===== config.mk =====
export PLATFORM = sky130hd
export DESIGN_NAME = gpio_irq
export DESIGN_NICKNAME = d
export VERILOG_FILES = /design/src/rtl/gpio_pkg.sv /design/src/rtl/gpio_irq_dbnc.sv /design/src/rtl/gpio_irq.sv
export SDC_FILE = /design/constraint.sdc
export NUM_CORES = 1
export LEC_CHECK = 0
export ABC_AREA = 1
export ABC_CLOCK_PERIOD_IN_PS = 13900
export CORE_MARGIN = 10
export CORE_UTILIZATION = 56
export CTS_CLUSTER_DIAMETER = 60
export DETAILED_ROUTE_END_ITERATION = 12
export PLACE_DENSITY = 0.81
export SLEW_MARGIN = 20
export SYNTH_ARGS = -nofsm -noshare
export SYNTH_HDL_FRONTEND = slang
export SYNTH_SLANG_ARGS = --single-unit

===== constraint.sdc =====
create_clock -name clk_i -period 13.9 [get_ports clk_i]
set_input_delay 2.78 -clock clk_i [delete_from_list [all_inputs] [get_ports clk_i]]
set_output_delay 2.78 -clock clk_i [all_outputs]
set_load 0.03 [all_outputs]

===== src/rtl/gpio_pkg.sv =====
// ----------------------------------------------------------------------------
// gpio_pkg
// Shared definitions for the second-generation GPIO block (gpio_irq).
//
// Contents:
//   - byte offsets of every register in the GPIO register map
//   - reg_idx_e : one enum value per register, plus REG_NONE for holes
//   - decode_offset() : turns a decoded byte offset into a reg_idx_e
// ----------------------------------------------------------------------------
package gpio_pkg;

    // Register offsets, in bytes, relative to the block base address.
    localparam logic [31:0] OFS_OUT         = 32'h00;
    localparam logic [31:0] OFS_IN          = 32'h04;
    localparam logic [31:0] OFS_IN_DBNC     = 32'h08;
    localparam logic [31:0] OFS_OUT_EN      = 32'h0C;
    localparam logic [31:0] OFS_OUT_SET     = 32'h10;
    localparam logic [31:0] OFS_OUT_CLR     = 32'h14;
    localparam logic [31:0] OFS_IRQ_EN      = 32'h18;
    localparam logic [31:0] OFS_IRQ_STATUS  = 32'h1C;
    localparam logic [31:0] OFS_IRQ_RISE    = 32'h20;
    localparam logic [31:0] OFS_IRQ_FALL    = 32'h24;
    localparam logic [31:0] OFS_DBNC_PERIOD = 32'h28;

    // One entry per register; REG_NONE marks any offset that is not mapped,
    // so both the write and read paths can simply ignore it.
    typedef enum logic [3:0] {
        REG_OUT,
        REG_IN,
        REG_IN_DBNC,
        REG_OUT_EN,
        REG_OUT_SET,
        REG_OUT_CLR,
        REG_IRQ_EN,
        REG_IRQ_STATUS,
        REG_IRQ_RISE,
        REG_IRQ_FALL,
        REG_DBNC_PERIOD,
        REG_NONE
    } reg_idx_e;

    // Map a byte offset (already stripped of the ignored upper address bits)
    // onto a register index. Unaligned or out-of-map offsets give REG_NONE.
    function automatic reg_idx_e decode_offset(input logic [31:0] ofs);
        reg_idx_e idx;
        case (ofs)
            OFS_OUT:         idx = REG_OUT;
            OFS_IN:          idx = REG_IN;
            OFS_IN_DBNC:     idx = REG_IN_DBNC;
            OFS_OUT_EN:      idx = REG_OUT_EN;
            OFS_OUT_SET:     idx = REG_OUT_SET;
            OFS_OUT_CLR:     idx = REG_OUT_CLR;
            OFS_IRQ_EN:      idx = REG_IRQ_EN;
            OFS_IRQ_STATUS:  idx = REG_IRQ_STATUS;
            OFS_IRQ_RISE:    idx = REG_IRQ_RISE;
            OFS_IRQ_FALL:    idx = REG_IRQ_FALL;
            OFS_DBNC_PERIOD: idx = REG_DBNC_PERIOD;
            default:         idx = REG_NONE;
        endcase
        return idx;
    endfunction

endpackage


===== src/rtl/gpio_irq_dbnc.sv =====
// ----------------------------------------------------------------------------
// gpio_irq_dbnc
// Debounce and edge detection for the synchronised GPIO inputs.
//
// A shared prescaler counts 0..period-1 and produces a one-cycle tick on the
// wrap. On each tick every pin compares its current level with the level it
// saw on the previous tick; only if both agree does the debounced value
// follow. A level therefore has to be stable across two consecutive ticks,
// which takes one to two periods. period == 0 bypasses the filter.
//
// Ports:
//   clk_i      clock
//   rst_i      asynchronous active-high reset
//   period     debounce period in clock cycles (0 = bypass)
//   period_wr  pulses when software writes the period; restarts the prescaler
//   gp_sync    synchronised pin levels
//   dbnc       debounced pin levels
//   rise       one-cycle pulse per pin when dbnc goes 0 -> 1
//   fall       one-cycle pulse per pin when dbnc goes 1 -> 0
// ----------------------------------------------------------------------------
module gpio_irq_dbnc #(
    parameter int unsigned Width    = 16,
    parameter int unsigned CntWidth = 16
) (
    input  logic                clk_i,
    input  logic                rst_i,
    input  logic [CntWidth-1:0] period,
    input  logic                period_wr,
    input  logic [Width-1:0]    gp_sync,
    output logic [Width-1:0]    dbnc,
    output logic [Width-1:0]    rise,
    output logic [Width-1:0]    fall
);

    logic [CntWidth-1:0] presc_cnt;
    logic                bypass;
    logic                tick;
    logic [Width-1:0]    sample;
    logic [Width-1:0]    dbnc_q;
    logic [Width-1:0]    agree;

    // A zero period means no filtering at all; the prescaler is parked.
    assign bypass = (period == '0);
    assign tick   = !bypass && (presc_cnt == (period - CntWidth'(1)));

    // Pins whose level has not changed since the last tick.
    assign agree = ~(gp_sync ^ sample);

    // Prescaler: restarts from zero whenever the period is rewritten so a
    // new, shorter period can never leave the counter stranded above it.
    always_ff @(posedge clk_i or posedge rst_i) begin
        if (rst_i) begin
            presc_cnt <= '0;
        end else if (period_wr || bypass || tick) begin
            presc_cnt <= '0;
        end else begin
            presc_cnt <= presc_cnt + CntWidth'(1);
        end
    end

    // Per-pin filter. The sample register always tracks the pin on a tick;
    // the debounced value only moves for pins that agreed with that sample.
    // dbnc_q is the one-cycle history used to spot edges.
    always_ff @(posedge clk_i or posedge rst_i) begin
        if (rst_i) begin
            sample <= '0;
            dbnc   <= '0;
            dbnc_q <= '0;
        end else begin
            dbnc_q <= dbnc;
            if (bypass) begin
                sample <= gp_sync;
                dbnc   <= gp_sync;
            end else if (tick) begin
                sample <= gp_sync;
                dbnc   <= (dbnc & ~agree) | (gp_sync & agree);
            end
        end
    end

    // Edge pulses last exactly one cycle, the cycle after dbnc changes.
    assign rise = dbnc & ~dbnc_q;
    assign fall = ~dbnc & dbnc_q;

endmodule


===== src/rtl/gpio_irq.sv =====
// ----------------------------------------------------------------------------
// gpio_irq
// Memory-mapped GPIO with atomic set/clear of the outputs, a programmable
// input debounce and per-pin rising/falling edge interrupts that collect in a
// write-one-to-clear status register and drive a single level IRQ line.
//
// Ports:
//   clk_i            clock
//   rst_i            asynchronous active-high reset
//   device_req_i     bus request (one cycle per access)
//   device_addr_i    byte address; only the low RegAddr bits are decoded
//   device_we_i      1 = write, 0 = read
//   device_be_i      byte enables for writes
//   device_wdata_i   write data
//   device_rvalid_o  response valid, one cycle after every request
//   device_rdata_o   read data (0 for write responses and unmapped reads)
//   gp_i             asynchronous input pins
//   gp_o             output pin values
//   gp_o_en          output pin enables
//   irq_o            level interrupt to the interrupt controller
// ----------------------------------------------------------------------------
module gpio_irq
    import gpio_pkg::*;
#(
    parameter int unsigned GpiWidth     = 16,
    parameter int unsigned GpoWidth     = 16,
    parameter int unsigned AddrWidth    = 32,
    parameter int unsigned DataWidth    = 32,
    parameter int unsigned RegAddr      = 12,
    parameter int unsigned DbncCntWidth = 16,
    parameter int unsigned DbncDefault  = 500
) (
    input  logic                 clk_i,
    input  logic                 rst_i,
    input  logic                 device_req_i,
    input  logic [AddrWidth-1:0] device_addr_i,
    input  logic                 device_we_i,
    input  logic [3:0]           device_be_i,
    input  logic [DataWidth-1:0] device_wdata_i,
    output logic                 device_rvalid_o,
    output logic [DataWidth-1:0] device_rdata_o,
    input  logic [GpiWidth-1:0]  gp_i,
    output logic [GpoWidth-1:0]  gp_o,
    output logic [GpoWidth-1:0]  gp_o_en,
    output logic                 irq_o
);

    // Only the first four bytes of the data bus have an enable bit.
    localparam int unsigned MaskBits = (DataWidth < 32) ? DataWidth : 32;

    logic [31:0]             reg_ofs;
    reg_idx_e                reg_idx;
    logic                    wr_en;
    logic [DataWidth-1:0]    wmask;
    logic [DataWidth-1:0]    wbits;
    logic [DataWidth-1:0]    rd_val;

    logic [GpiWidth-1:0]     gp_meta;
    logic [GpiWidth-1:0]     gp_sync;
    logic [GpiWidth-1:0]     dbnc;
    logic [GpiWidth-1:0]     rise;
    logic [GpiWidth-1:0]     fall;

    logic [GpiWidth-1:0]     irq_en;
    logic [GpiWidth-1:0]     irq_status;
    logic [GpiWidth-1:0]     irq_rise;
    logic [GpiWidth-1:0]     irq_fall;
    logic [GpiWidth-1:0]     status_w1c;
    logic [GpiWidth-1:0]     status_set;
    logic [DbncCntWidth-1:0] dbnc_period;
    logic                    period_wr;

    logic                    unused_bits;

    // Address decode: upper address bits are don't-care, so the low RegAddr
    // bits alone select the register.
    assign reg_ofs = 32'(device_addr_i[RegAddr-1:0]);
    assign reg_idx = decode_offset(reg_ofs);
    assign wr_en   = device_req_i && device_we_i;

    // Expand the byte enables into a per-bit mask; lanes beyond byte 3 stay
    // masked off, and bits above each register's width are simply dropped by
    // the slicing below.
    always_comb begin
        wmask = '0;
        for (int i = 0; i < MaskBits; i++) begin
            wmask[i] = device_be_i[i / 8];
        end
    end

    assign wbits = device_wdata_i & wmask;

    // Upper address bits and the write lanes above the pin widths are
    // intentionally ignored.
    assign unused_bits = ^{device_addr_i, wbits, wmask};

    // Two-flop synchroniser; nothing downstream ever sees raw gp_i.
    always_ff @(posedge clk_i or posedge rst_i) begin
        if (rst_i) begin
            gp_meta <= '0;
            gp_sync <= '0;
        end else begin
            gp_meta <= gp_i;
            gp_sync <= gp_meta;
        end
    end

    assign period_wr = wr_en && (reg_idx == REG_DBNC_PERIOD);

    gpio_irq_dbnc #(
        .Width    (GpiWidth),
        .CntWidth (DbncCntWidth)
    ) u_dbnc (
        .clk_i     (clk_i),
        .rst_i     (rst_i),
        .period    (dbnc_period),
        .period_wr (period_wr),
        .gp_sync   (gp_sync),
        .dbnc      (dbnc),
        .rise      (rise),
        .fall      (fall)
    );

    // Software-writable configuration and output registers. Every write is
    // a byte-masked read-modify-write; SET/CLR only touch bits written as 1.
    always_ff @(posedge clk_i or posedge rst_i) begin
        if (rst_i) begin
            gp_o        <= '0;
            gp_o_en     <= '0;
            irq_en      <= '0;
            irq_rise    <= '0;
            irq_fall    <= '0;
            dbnc_period <= DbncCntWidth'(DbncDefault);
        end else if (wr_en) begin
            case (reg_idx)
                REG_OUT:         gp_o        <= (gp_o & ~wmask[GpoWidth-1:0]) | wbits[GpoWidth-1:0];
                REG_OUT_EN:      gp_o_en     <= (gp_o_en & ~wmask[GpoWidth-1:0]) | wbits[GpoWidth-1:0];
                REG_OUT_SET:     gp_o        <= gp_o | wbits[GpoWidth-1:0];
                REG_OUT_CLR:     gp_o        <= gp_o & ~wbits[GpoWidth-1:0];
                REG_IRQ_EN:      irq_en      <= (irq_en & ~wmask[GpiWidth-1:0]) | wbits[GpiWidth-1:0];
                REG_IRQ_RISE:    irq_rise    <= (irq_rise & ~wmask[GpiWidth-1:0]) | wbits[GpiWidth-1:0];
                REG_IRQ_FALL:    irq_fall    <= (irq_fall & ~wmask[GpiWidth-1:0]) | wbits[GpiWidth-1:0];
                REG_DBNC_PERIOD: dbnc_period <= (dbnc_period & ~wmask[DbncCntWidth-1:0])
                                                | wbits[DbncCntWidth-1:0];
                default: ;
            endcase
        end
    end

    // Status collects enabled edges regardless of IRQ_EN. The clear is
    // applied before the new events are ORed in, so an edge arriving in the
    // same cycle as its W1C keeps the bit set.
    assign status_w1c = (wr_en && (reg_idx == REG_IRQ_STATUS)) ? wbits[GpiWidth-1:0] : '0;
    assign status_set = (rise & irq_rise) | (fall & irq_fall);

    always_ff @(posedge clk_i or posedge rst_i) begin
        if (rst_i) begin
            irq_status <= '0;
        end else begin
            irq_status <= (irq_status & ~status_w1c) | status_set;
        end
    end

    // The IRQ line is registered off the masked status, giving a clean
    // glitch-free level to the interrupt controller.
    always_ff @(posedge clk_i or posedge rst_i) begin
        if (rst_i) begin
            irq_o <= 1'b0;
        end else begin
            irq_o <= |(irq_status & irq_en);
        end
    end

    // Read mux. SET/CLR and holes fall through to zero; narrower registers
    // are zero-extended to the bus width.
    always_comb begin
        rd_val = '0;
        case (reg_idx)
            REG_OUT:         rd_val = DataWidth'(gp_o);
            REG_IN:          rd_val = DataWidth'(gp_sync);
            REG_IN_DBNC:     rd_val = DataWidth'(dbnc);
            REG_OUT_EN:      rd_val = DataWidth'(gp_o_en);
            REG_IRQ_EN:      rd_val = DataWidth'(irq_en);
            REG_IRQ_STATUS:  rd_val = DataWidth'(irq_status);
            REG_IRQ_RISE:    rd_val = DataWidth'(irq_rise);
            REG_IRQ_FALL:    rd_val = DataWidth'(irq_fall);
            REG_DBNC_PERIOD: rd_val = DataWidth'(dbnc_period);
            default:         rd_val = '0;
        endcase
    end

    // Every request gets exactly one response a cycle later; writes answer
    // with zero data.
    always_ff @(posedge clk_i or posedge rst_i) begin
        if (rst_i) begin
            device_rvalid_o <= 1'b0;
            device_rdata_o  <= '0;
        end else begin
            device_rvalid_o <= device_req_i;
            device_rdata_o  <= (device_req_i && !device_we_i) ? rd_val : '0;
        end
    end

endmodule


==> metrics <==
Initial Utilization 0.5712; Post-Synthesis Cells 1,400; largest family of logic cells by synthesized area simple AND/OR/NAND/NOR gates; fin area 0.01307 mm²; pin count of the biggest net entering global routing 106; Setup TNS 0 ns; pwr/cell area 107.0 mW/mm²; fmax 189.4 MHz; Die Wd 161.4 µm; Core Footprint 0.01959 mm²; Clock transition at path regs 0.06 ns; EDFF count, synth 0; combinational power share 0.054; TritonCTS clock tree yes; Post-synth top flop dfrtp_1; Iter 0 DRT Violations 949; crit start category primary input; H-tree Lvls 1; Post-Syn Area 0.01119 mm²; Worst-Skew Late Latency 0.54 ns; final antenna-violating net count 0; Synth Warn # 0; Detailed Routing Iterations Pass 1 7; # hold bufs at CTS 0; chip height 161.4 µm; TritonCTS Buffers 25; total power 1.399 mW; number of max-cap violations 0; first-pass GRT wire length 50,030 µm; placed inst area 0.01226 mm²; sw frac 0.2391; Post-Layout Cell Count 1,772; final cycle utilization of the critical path 0.3799; vias per inst 5.524; Synth area leaders dfrtp_1 49%, nand2_1 14%, o21ai_0 5.5%, inv_1 4.9%, nand3_1 4.0%; die area 0.02604 mm²; grt total ovfl 0; Clock Sinks 226; Seq/Total Area, Yosys 0.5060; highest net fanout along the worst path 32; complex-gate fraction of the synthesized area 0.1205; Synth Area in XOR/XNOR 0.01722; Placed Instances 1,726; GRT Total Usage 0.2366; Post-synth top cells 413 x nand2_1, 220 x dfrtp_1, 146 x inv_1; post-route minimum period 5.281 ns; final hold violations 0; LEAKAGE 6.020 nW; async set-or-reset flop fraction in the synthesized netlist 1.000; # diodes 0; post-synth top area share 0.4919; fill count 1,658; CTS Root Cell clkbuf_16; sequential share of power 0.487; maximum VDD drop 0.1293 mV; Post-CTS Setup Inserts 0; number of global-route vias before repair 9,364; adder-cell area share of the yosys netlist 0.002236; largest area contributor in the netlist dfrtp_1; antenna violations before repair 0; DRC viols 0; Rows 51; layout cells sized above 1 0.06702; Critical Path RT 14.27 ns; status complete, no violations; P_sw 0.3345 mW; IO Count 154; Vias 9,788; worst hold path type flop to flop; # resized after CTS 0; Yosys reg bits 226; final setup fails 0; Area growth syn-to-layout 16.83%; post-detail-place hpwl 22,800 µm; share of synthesized area spent on multiplexers 0; clk buf depth 3; RSZ-0062 raised after global routing no; Post-Route WL 31,140 µm; Clock power frac 0.458; Crit Path Class primary input to flop; Synth Area per Inst 7.993 µm²; nets 1,578; GPL Wtd Cong 0.9221; skew final 0.01684 ns; most common cell in the synthesized netlist nand2_1; Worst Path Arrival 5.65 ns; Worst Tran Pin Value 1.112 ns; simple-gate area share of the yosys netlist 0.2710; Hold Slack 0.3417 ns; Buffers on Ports 99; slew margin rel. 0.2589; fin. max-slew vios 0; crit end category flop; Distinct cells, synth 42; Int Power 1.064 mW; DR WL/cell 17.57 µm
final timing paths:
check | startpoint | to | slack, ns | depth (start not counted)
worst max register to register | flop | flop | 11.20 | 15
worst min register to register | gp_meta[6]$_DFF_PP0_ | gp_sync[6]$_DFF_PP0_ | 0.34 | 0
min in group asynchronous | rst_i | gp_sync[4]$_DFF_PP0_ | 2.78 | 2
worst max-delay path | device_addr_i[6] | gp_o[2]$_DFFE_PP0P_ | 8.62 | 11
worst min-delay path | gp_meta[6]$_DFF_PP0_ | gp_sync[6]$_DFF_PP0_ | 0.34 | 0
max in group asynchronous | rst_i | gp_meta[2]$_DFF_PP0_ | 9.83 | 3
power groups by stage:
stage | Combinational (mW) | Clock [mW] | Sequential, mW
after floorplan | 0.0476 | 0 | 0.691
after global placement | 0.0735 | 0 | 0.692
final | 0.0759 | 0.641 | 0.682
after detailed placement | 0.0751 | 0 | 0.693
after global routing | 0.0844 | 0.679 | 0.683
after CTS | 0.0758 | 0.653 | 0.681
routing by layer:
layer / wire, µm / global-route usage / up-vias
li1: - / - / 4691
met1: 13200 / 0.3201 / 4637
met2: 14480 / 0.3801 / 399
met3: 2720 / 0.05313 / 61
met4: 743 / 0.05583 / 0
met5: 0 / 0 / -
worst max-delay path, cell delays in order:
cell             delay [ns]
clkdlybuf4s50_1        0.42
nor2_1                 0.22
inv_2                  0.10
nor2_2                 0.18
inv_2                  0.10
nor2_4                 0.53
nand2_1                0.19
nand3_1                0.13
nand2_1                0.61
nand2_1                0.24
o21ai_0                0.12
layout by cell type (no fill, tap or decap), types with 15 or more instances in the layout:
master / instances
nand2_1: 413
dfrtp_1: 220
inv_1: 145
o21ai_0: 124
nor2_1: 112
clkdlybuf4s50_1: 99
nand3_1: 90
a21oi_1: 41
o21ai_1: 35
nand4_1: 28
clkbuf_16: 25
a31oi_1: 17
conb_1: 16
o211ai_1: 15
final cells by class:
type	instances	area [µm²]	share of cell area
inverters	156	593.1	0.04536
clock buffers	33	685.7	0.05245
flip-flops and latches	226	5663	0.4332
well taps	265	331.6	0.02536
multi-input cells	977	4667	0.3570
clock inverters	13	120.1	0.009187
repair buffers	102	1013	0.07752
metrics by stage:
| stage | utilization | setup slack (ns) |
|---|---|---|
| finish | 0.6674 | 8.619 |
| global route | 0.6674 | 8.461 |
| CTS | 0.6670 | 8.341 |
| detailed placement | 0.6259 | 7.800 |
| global placement | 0.6259 | 7.880 |
| floorplan | - | 4.939 |
kinds of logic after synthesis:
group,after synthesis
simple gates,689
compound gates,248
flops,226
buf+inv,212
xor+xnor,22
fa+ha+maj,2
other cells,1
No activity file was read; power rests on OpenSTA's default activity.
==> RTL change (same settings) <==
`GpoWidth`: 16 -> 20.
--- a/src/rtl/gpio_irq.sv
+++ b/src/rtl/gpio_irq.sv
@@ -23,7 +23,7 @@
     import gpio_pkg::*;
 #(
     parameter int unsigned GpiWidth     = 16,
-    parameter int unsigned GpoWidth     = 16,
+    parameter int unsigned GpoWidth     = 20,
     parameter int unsigned AddrWidth    = 32,
     parameter int unsigned DataWidth    = 32,
     parameter int unsigned RegAddr      = 12,
Interface: changed (resized gp_o and gp_o_en); port bits go from 154 to 162. The function was not compared with the original's and may differ.
==> RTL change against the original RTL <==
  * Non-clock buffer count rose by 19
  * Power rose by 12%
  * Wire length rose by 0.83%
  * Sequential share of layout area grew 0.81 points
  * Worst setup slack lost 250 ps
  * Area after synthesis up 0.50%
  * Cell count up 0.96%
  * Combinational power is essentially flat
  * Sequential cell count rose by 12
  * Die area up 0.45%
  * Cell area is 3.4% higher
  * Clock power is 20% higher
  * Critical path type unchanged
  * Highest routed layer unchanged
==> RTL change: results (changes against the original RTL) <==
Count of state elements after synthesis: 238 (+5.3%). The detailed-route via count was 9918 (+1.3%); the number of instances in the placed design was 1741 (+0.87%). The total detailed-routing wirelength was 31.4 mm (+0.83%); the global router's overall resource usage was 23.4% (-0.30 points). The count of input and output buffers came out at 116 (+17%). The run gives 1595 (+1.1%) as the net count of the finished layout.

The multi-input gate count was 940 (-3.8%). The worst voltage drop across the vdd grid is 0.0919 mV (-29%). The layout filler cell count is 1511 (-8.9%). The maximum fanout along the worst path came out at 16 (-50%).

Actual slew at the worst max-slew pin: 1020 ps (-87.5 ps). The placement-stage worst setup slack is 7990 ps (+194 ps). The run finished with clean final reports. The number of buffers inserted during clock tree synthesis is 27 (+8.0%). The highest cell delay on the worst timing path was 830 ps (+220 ps). The growth of design area from synthesis to finish was 20.1%; the first-pass iteration count of the detailed router was 5 (-2).

The largest net degree at the start of global routing is 96 (-9.4%), and the final-layout non-clock buffer area share is 8.90% (+1.1 points). The xor and xnor fraction of the mapped netlist area was 1.95% (+0.22 points); the number of clock buffer instances in the layout was 36 (+9.1%). The count of distinct cell types in the synthesized netlist was 38 (-9.5%).

The leakage power total was 6.30 nW (+4.6%). The post-synthesis share of cell area spent on full adders, half adders and majority gates is 0.222% (-0.0011 points), and the worst clock skew on the final layout is 11.4 ps (-5.44 ps).
## RTL change: changes by cell type after synthesis, sizes merged, moves of 5 or more
cell | before | now
a31oi | 17 | 6
nor3 | 4 | 17
nand3 | 97 | 89
nor2 | 128 | 140
dfrtp | 220 | 232
nand2 | 423 | 376
nand4 | 29 | 15
o22ai | 4 | 22
inv | 154 | 176
buf | 35 | 30
## RTL change: cells by family (layout without fill, tap and decap cells)
kind of cell    count (synthesis)  after routing
other cells                     1             12
flops                         238            238
xor+xnor                       25             25
compound gates                254            254
simple gates                  643            643
buf+inv                       229            346
fa+ha+maj                       2              2
mux                             4              4
## RTL change: path summary, 6_finish.rpt
check / slack (ps) / end / start / cells past startpoint
worst max-delay path: 8370 / device_rdata_o[3]$_DFF_PP0_ / device_addr_i[4] / 10
worst min-delay path: 340 / gp_sync[6]$_DFF_PP0_ / gp_meta[6]$_DFF_PP0_ / 0
worst max register to register: 11060 / flop / flop / 17
worst min register to register: 340 / gp_sync[6]$_DFF_PP0_ / gp_meta[6]$_DFF_PP0_ / 0
max in group asynchronous: 9700 / device_rdata_o[16]$_DFF_PP0_ / rst_i / 3
min in group asynchronous: 2730 / gp_sync[1]$_DFF_PP0_ / rst_i / 2
## RTL change: per-layer routing
metal | GRT usage [%] | vias to the layer above | part of all wire, %
met5 | 0 | - | 0
met1 | 31.8 | 4610 | 41
li1 | - | 4691 | -
met4 | 8.52 | 0 | 3.5
met2 | 36.4 | 534 | 45
met3 | 4.68 | 83 | 9.7
## RTL change: power by group through the flow
stage	Sequential, mW	Combinational [mW]	Clock (mW)
finish	0.716	0.0761	0.772
global route	0.717	0.0848	0.809
CTS	0.715	0.0762	0.782
detailed placement	0.728	0.0755	0
global placement	0.727	0.0737	0
floorplan	0.727	0.0446	0
